===== src/rtl/dmem_port_arbiter.sv =====
// -----------------------------------------------------------------------------
// dmem_port_arbiter
//
// Shares the single-port data memory between the core load/store unit and the
// debug read port. One access is granted per cycle (combinationally), the loser
// stalls, and the one-cycle-latency read data is routed back to whichever
// requester issued the read. A starve counter forces a debug grant after
// MAX_WAIT consecutive denied debug cycles so debug cannot be locked out.
//
// Ports:
//   clk_i, rst_i                 clock, asynchronous active-high reset
//   core_req_i/we_i/addr_i/      core request, store enable, address,
//   core_wdata_i/be_i            store data, byte enables
//   core_gnt_o                   core accepted this cycle (low = stall)
//   core_rvalid_o/rdata_o        core read response (one cycle after grant)
//   dbg_req_i/addr_i             debug read request and address
//   dbg_gnt_o                    debug accepted this cycle
//   dbg_rvalid_o/rdata_o         debug read response (one cycle after grant)
//   mem_req_o/we_o/addr_o/       memory access strobe and command
//   mem_wdata_o/be_o
//   mem_rdata_i                  memory read data, valid cycle after a read
// -----------------------------------------------------------------------------
module dmem_port_arbiter #(
   parameter int XLEN     = 32,
   parameter int MAX_WAIT = 4
) (
   input  logic              clk_i,
   input  logic              rst_i,
   input  logic              core_req_i,
   input  logic              core_we_i,
   input  logic [XLEN-1:0]   core_addr_i,
   input  logic [XLEN-1:0]   core_wdata_i,
   input  logic [XLEN/8-1:0] core_be_i,
   output logic              core_gnt_o,
   output logic              core_rvalid_o,
   output logic [XLEN-1:0]   core_rdata_o,
   input  logic              dbg_req_i,
   input  logic [XLEN-1:0]   dbg_addr_i,
   output logic              dbg_gnt_o,
   output logic              dbg_rvalid_o,
   output logic [XLEN-1:0]   dbg_rdata_o,
   output logic              mem_req_o,
   output logic              mem_we_o,
   output logic [XLEN-1:0]   mem_addr_o,
   output logic [XLEN-1:0]   mem_wdata_o,
   output logic [XLEN/8-1:0] mem_be_o,
   input  logic [XLEN-1:0]   mem_rdata_i
);

   localparam int CW = $clog2(MAX_WAIT + 1);
   localparam logic [CW-1:0] STARVE_MAX = CW'(MAX_WAIT);

   typedef enum logic [1:0] {
      IDLE    = 2'd0,
      CORE_RD = 2'd1,
      DBG_RD  = 2'd2
   } owner_t;

   owner_t        state_reg, state_next;
   logic [CW-1:0] starve_reg, starve_next;
   logic          core_gnt, dbg_gnt;

   // Debug wins when the core is idle, or when it has been denied long enough.
   // The forced win still requires a live debug request: a saturated counter
   // left over from a withdrawn request must not steal the core's slot.
   assign dbg_gnt    = dbg_req_i & (~core_req_i | (starve_reg == STARVE_MAX));
   assign core_gnt   = core_req_i & ~dbg_gnt;
   assign core_gnt_o = core_gnt;
   assign dbg_gnt_o  = dbg_gnt;
   assign mem_req_o  = core_gnt | dbg_gnt;

   // Byte enables: core lanes on a core grant, all lanes on a debug grant.
   genvar gi;
   generate
      for (gi = 0; gi < XLEN/8; gi++) begin : g_be
         assign mem_be_o[gi] = core_gnt ? core_be_i[gi] : dbg_gnt;
      end
   endgenerate

   always_comb begin
      mem_we_o    = 1'b0;
      mem_addr_o  = '0;
      mem_wdata_o = '0;
      if (core_gnt) begin
         mem_we_o    = core_we_i;
         mem_addr_o  = core_addr_i;
         mem_wdata_o = core_wdata_i;
      end else if (dbg_gnt) begin
         mem_addr_o  = dbg_addr_i;
      end
   end

   // Starve counter: counts denied debug cycles, saturates, clears on grant
   // or when debug withdraws its request.
   always_comb begin
      starve_next = starve_reg;
      if (!dbg_req_i || dbg_gnt) begin
         starve_next = '0;
      end else if (starve_reg != STARVE_MAX) begin
         starve_next = starve_reg + CW'(1);
      end
   end

   // Read-owner tracking: remembers who owns next cycle's mem_rdata_i.
   always_comb begin
      state_next = IDLE;
      if (core_gnt && !core_we_i) begin
         state_next = CORE_RD;
      end else if (dbg_gnt) begin
         state_next = DBG_RD;
      end
   end

   always_ff @(posedge clk_i or posedge rst_i) begin
      if (rst_i) begin
         state_reg  <= IDLE;
         starve_reg <= '0;
      end else begin
         state_reg  <= state_next;
         starve_reg <= starve_next;
      end
   end

   // Non-owner sees zero so data is never cross-routed.
   assign core_rvalid_o = (state_reg == CORE_RD);
   assign dbg_rvalid_o  = (state_reg == DBG_RD);
   assign core_rdata_o  = core_rvalid_o ? mem_rdata_i : '0;
   assign dbg_rdata_o   = dbg_rvalid_o  ? mem_rdata_i : '0;

endmodule


===== config.mk =====
export PLATFORM = sky130hd
export DESIGN_NAME = dmem_port_arbiter
export DESIGN_NICKNAME = d
export VERILOG_FILES = /design/src/rtl/dmem_port_arbiter.sv
export SDC_FILE = /design/constraint.sdc
export NUM_CORES = 1
export LEC_CHECK = 0
export CORE_AREA = 2 2 106 108
export CTS_CLUSTER_DIAMETER = 30
export CTS_CLUSTER_SIZE = 20
export DETAILED_ROUTE_END_ITERATION = 12
export DIE_AREA = 0 0 108 110
export PLACE_DENSITY_LB_ADDON = 0.08
export SYNTH_ARGS = -nofsm -noshare
export SYNTH_HDL_FRONTEND = slang
export SYNTH_SLANG_ARGS = --single-unit

===== constraint.sdc =====
create_clock -name clk_i -period 3.85 [get_ports clk_i]
set_clock_uncertainty 0.2 [all_clocks]
set_input_delay 0.77 -clock clk_i [delete_from_list [all_inputs] [get_ports clk_i]]
set_output_delay 0.77 -clock clk_i [all_outputs]
set_load 0.02 [all_outputs]

==> run metrics, run 1 <==
RSZ-0062 raised after global routing=false; post-synth cell types=26; die height=110 um; WP data required=roughly 2900 ps; Final Cell Area=~4500 um2; Num CTS Buffers=3; Cell Area, Synth=around 1700 um2; FF+latch count, synth=5; drc violations=0; Post-Syn Area per Cell=about 6.5 um2; Tmin final=3660 ps; top cell type's share of synthesized area=0.239; wire per inst=approximately 14 um; FF/Latch Area=~130 um2; slack of the worst reg-to-reg path=around 2300 ps; cells after synthesis=around 260; clock transition at the registers of the reported paths=around 30 ps; relative slew slack=0.648; Total Routed Length=~9.1 mm; Worst Hold Depth=1; endpoints failing setup=0; DP Wirelength=around 7.3 mm; DP Area=4480 um2; largest net degree at the start of global routing=50; Slew Limit Fails=0; Filler cells=roughly 1100; Post-CTS Setup Inserts=0; P per Cell Area=roughly 150 nW/um2; reg-to-reg startpoint=starve_reg[0]; crit path cell chain=clkdlybuf4s50_1 > nand3_2 > and3_1 > clkdlybuf4s50_1; P&R area growth vs syn=170%; clk_lat worst skew=approximately 230 ps; worst-case clock buffer depth=2; Layout Nets=approximately 660; post-route ant nets=0; reg2reg path depth=4; CP max stage delay=between 500 and 600 ps; Lkg Pwr=approximately 0.0018 uW; # rows=38; reg2reg end=state_reg[0]; via count=~2700; crit path kind=input pin to output port; setup_tns=0 ps; share of layout cells above drive strength 1=0.0680; DRT iter0 DRCs=169; port bufs=between 200 and 300; Initial Util=0.157; hold_buf cts=0; GRT Util Overall=0.136; crit-path most repeated cell=clkdlybuf4s50_1; max reg flops=3; GRT Residual Overflow=0; status=finished, final reports clean; Tot Pwr=664 uW; crit path capture type=output port; vias in the first global route=between 2000 and 2500; sequential element share of the synthesized area=0.0747; most frequent cells in the layout=273 x clkdlybuf4s50_1, 70 x nand2_1, 64 x and2_1; TritonCTS clock tree=done; synth top area cells=and2_1 24%, nand2_1 16%, o22ai_2 14%, and3_1 13%, dfrtp_1 7.5%; vias per cell=4.15; Worst VDD drop=just over 80 uV; first-pass GRT wire length=~13 mm; diode count=0; type of element launching the critical path=input pin; Max-Cap Viols=0; CP startpoint=dbg_req_i; Top Ports=between 200 and 300; commonest non-fill, non-tap cell in the layout=clkdlybuf4s50_1; die area=between 10000 and 15000 um2; Die X=108 um; Max H-tree Level=1; Core Footprint=10700 um2; synth warn=0; multi-input logic area=roughly 1300 um2; Max FO, Critical Path=33; largest area contributor in the netlist=and2_1; crit path to=mem_we_o; final hold vios=0; Placer Congestion=0.759; worst-margin pin slew=527 ps; Critical-path top delay cell=clkdlybuf4s50_1; number of detailed-route iterations in the first pass=4; crit path DAT=between 2000 and 3000 ps; hold crit path type=flop to flop; Root Buffer Master=clkbuf_8; final hold slack=~260 ps; initial antenna violation count=0; count of cells resized by post-cts repair=0; final core occ=0.423; clock sinks=5; syn nets=398; Max Clock Freq=around 270 MHz; Tcrit/Tclk final=0.951
==> power by group <==
group	internal, uW	total (uW)	switching (uW)	leakage, uW
Sequential	55.0	56.4	1.40	0.0000666
Combinational	293	509	215	0.00174
Clock	71.3	99.4	28.2	0.0000228
==> metal layers <==
metal	track usage	vias up	part of all wire	wire length, um
met4	0.0192	0	0.0019	17
li1	-	1372	-	-
met3	0.0500	5	0.12	1130
met2	0.266	160	0.53	4780
met5	0	-	0	0
met1	0.143	1179	0.35	3170
==> logic make-up after synthesis <==
group           count (synthesis)  synth area share
flops                           5            0.0747
buf+inv                        35             0.130
compound gates                 40             0.226
simple gates                  177             0.555
fa+ha+maj                       2            0.0149
==> cell usage after synthesis <==
| cell type | n |
|---|---|
| clkbuf_1 | 13 |
| and2_1 | 64 |
| buf_2 | 4 |
| ha_1 | 2 |
| nor2b_1 | 2 |
| a21boi_4 | 1 |
| buf_4 | 1 |
| clkbuf_2 | 3 |
| nor3_1 | 1 |
| a21oi_1 | 1 |
| nor2_1 | 3 |
| o22ai_1 | 13 |
| nand2b_1 | 1 |
| buf_8 | 1 |
| buf_1 | 1 |
| o21ai_1 | 4 |
| a211oi_1 | 2 |
| o22ai_2 | 19 |
| or3b_1 | 1 |
| dfrtp_1 | 5 |
| buf_6 | 4 |
| nand2_1 | 70 |
| and3_1 | 34 |
| buf_12 | 2 |
| nand3_2 | 1 |
| inv_1 | 6 |
==> metrics by stage <==
stage | worst slack [ps] | instances
finish | 190 | 655
global route | 40.4 | 655
CTS | 157 | 655
detailed placement | 158 | 651
global placement | 178 | 651
floorplan | 1190 | 259
==> worst max-delay path, delay by kind of cell <==
kind                   cells  cell delay [ps]
buffers and inverters      2             1080
and+or+nand+nor            2              820
==> worst min path at each step <==
stage,from,end,slack [ps]
finish,starve_reg[0],starve_reg[0],260
global placement,starve_reg[0],starve_reg[0],250
global route,starve_reg[0],starve_reg[0],280
detailed placement,starve_reg[0],starve_reg[0],250
floorplan,starve_reg[0],starve_reg[0],230
CTS,starve_reg[0],starve_reg[0],260
==> layout make-up <==
| class | count | share of cell area |
|---|---|---|
| repair buffers | 281 | 0.623 |
| multi-input cells | 219 | 0.296 |
| well taps | 140 | 0.0387 |
| flip-flops and latches | 5 | 0.0277 |
| clock buffers | 4 | 0.00996 |
| inverters | 6 | 0.00498 |
Power figures use the tool's default switching activity.
==> inputs of run 2 (changes only) <==
CTS_CLUSTER_SIZE = 16   (was 20)
PLACE_DENSITY = 0.64   (was default)
PLACE_DENSITY_LB_ADDON = default   (was 0.08)
SKIP_LAST_GASP = 1   (was default)
==> run 2 against run 1 <==
Via count up 1.1%. Sequential power is essentially flat. Non-clock buffer count up 1. Fmax grew 3.3%. Sequential share of layout area barely moved. Final area increased by 0.11%. Register-to-register slack improved by 30 ps. Final cell count grew 0.15%. Largest cell class unchanged. Critical path depth is 1 higher. Setup slack improved by 120 ps. Count of clock-buffer cells in the layout unchanged.
==> run metrics, run 2 (synthesis results as in run 1) <==
DP Wirelength=7.93 mm (was 7.30 mm); crit path kind=input pin to output port (unchanged); Post-CTS Setup Inserts=0 (unchanged); Tmin final=3540 ps (was 3660 ps); port bufs=274 (unchanged); slack of the worst reg-to-reg path=2290 ps (was 2260 ps); endpoints failing setup=0 (unchanged); Layout Nets=656 (was 655); hold_buf cts=0 (unchanged); Top Ports=275 (unchanged); Lkg Pwr=0.00184 uW (was 0.00183 uW); final hold vios=0 (unchanged); drc violations=0 (unchanged); setup_tns=0 ps (unchanged); status=finished, final reports clean (unchanged); GRT Residual Overflow=0 (unchanged); RSZ-0062 raised after global routing=false (unchanged); type of element launching the critical path=input pin (unchanged); share of layout cells above drive strength 1=0.0698 (was 0.0680); relative slew slack=0.750 (was 0.648); clock transition at the registers of the reported paths=40 ps (was 30 ps); Tcrit/Tclk final=0.920 (was 0.951); reg2reg path depth=4 (unchanged); crit path DAT=2570 ps (was 2690 ps); Num CTS Buffers=3 (unchanged); commonest non-fill, non-tap cell in the layout=clkdlybuf4s50_1 (unchanged); clk_lat worst skew=220 ps (was 230 ps); Root Buffer Master=clkbuf_8 (unchanged); hold crit path type=flop to flop (unchanged); Max H-tree Level=1 (unchanged); worst hold start=starve_reg[0] (unchanged); WP data required=2880 ps (about the same); vias in the first global route=2710 (was 2481); worst-margin pin slew=374 ps (was 527 ps); GRT Util Overall=0.140 (was 0.136); Die X=108 um (unchanged); Initial Util=0.157 (unchanged); worst-case clock buffer depth=2 (unchanged); via count=2746 (was 2716); die height=110 um (unchanged); initial antenna violation count=0 (unchanged); diode count=0 (unchanged); Core Footprint=10700 um2 (unchanged); Internal=420 uW (about the same); most frequent cells in the layout=271 x clkdlybuf4s50_1, 70 x nand2_1, 64 x and2_1 (was 273 x clkdlybuf4s50_1, 70 x nand2_1, 64 x and2_1); Slew Limit Fails=0 (unchanged); part of the power in the clock network=0.147 (was 0.150); Max FO, Critical Path=33 (unchanged); Max-Cap Viols=0 (unchanged); reg-to-reg startpoint=starve_reg[0] (unchanged); Combinational Power Share=0.769 (was 0.766); die area=11900 um2 (unchanged); max reg flops=3 (unchanged); count of cells resized by post-cts repair=0 (unchanged); first-pass GRT wire length=13.4 mm (was 12.9 mm); reg2reg end=state_reg[0] (unchanged); share of power burned in registers=0.084 (was 0.085); TritonCTS clock tree=done (unchanged); # rows=38 (unchanged); DP Area=4470 um2 (was 4480 um2); final core occ=0.423 (about the same); Tot Pwr=667 uW (was 664 uW); number of detailed-route iterations in the first pass=4 (unchanged); P per Cell Area=147 nW/um2 (about the same); WHS Endpoint=starve_reg[0] (unchanged); Total Routed Length=9.36 mm (was 9.09 mm); vias per cell=4.19 (was 4.15); switch share=0.370 (was 0.368); Final Cell Area=4530 um2 (was 4520 um2); Worst VDD drop=73.0 uV (was 80.5 uV); DRT iter0 DRCs=128 (was 169); wire per inst=14.3 um (was 13.9 um); largest net degree at the start of global routing=46 (was 50); crit path capture type=output port (unchanged); clock sinks=5 (unchanged); CP startpoint=dbg_req_i (unchanged); P&R area growth vs syn=170% (about the same); post-route ant nets=0 (unchanged); Worst Hold Depth=1 (unchanged); Max Clock Freq=282 MHz (was 273 MHz); Net Sw Power=247 uW (was 245 uW); Placer Congestion=0.719 (was 0.759)
## run 2: cell types whose count changed in the layout (fill, tap and decap cells not counted), sizes merged
| cell | previous run | this run |
|---|---|---|
| buf | 8 | 11 |
| clkdlybuf4s50 | 273 | 271 |
## run 2: per-layer routing
layer / up-vias / share of wire / global-route usage
met2: 164 / 0.53 / 0.291
met4: 0 / 0.0035 / 0.0165
li1: 1369 / - / -
met1: 1211 / 0.35 / 0.138
met3: 2 / 0.11 / 0.0423
met5: - / 0 / 0
## run 2: critical path, cell delays in order
cell and delay (ps):
clkdlybuf4s50_1 530, buf_4 170, nand3_4 250, and3_1 310
clkdlybuf4s50_1 540
## run 2: worst max path at each step
stage | to | slack (ps) | depth (start not counted)
detailed placement | mem_wdata_o[3] | 100 | 5
global route | mem_wdata_o[1] | 230 | 5
global placement | mem_wdata_o[26] | 150 | 5
finish | mem_wdata_o[14] | 310 | 5
floorplan | mem_addr_o[10] | 1190 | 5
CTS | mem_wdata_o[1] | 100 | 5
## run 2: area by class of cell
| type | instances | area (um2) |
|---|---|---|
| clock buffer | 4 | 45.0 |
| fill | 1108 | 6170 |
| inverter | 6 | 22.5 |
| multi-input combinational | 219 | 1340 |
| sequential | 5 | 125 |
| tap | 140 | 175 |
| timing repair buffer | 282 | 2820 |
## run 2: stage by stage
step	instances	hold slack [ps]	worst slack, ps
after floorplan	259	233	1190
after global placement	652	251	153
after detailed placement	652	260	105
after CTS	656	269	99.2
after global routing	656	281	227
final	656	264	307
## run 2: power by group through the flow
stage / Combinational [uW] / Clock (uW) / Sequential (uW)
after floorplan: 210 / 0 / 56.5
after global placement: 512 / 0 / 56.7
after detailed placement: 515 / 0 / 56.8
after CTS: 518 / 101 / 56.2
after global routing: 546 / 106 / 56.5
final: 512 / 98.1 / 56.2
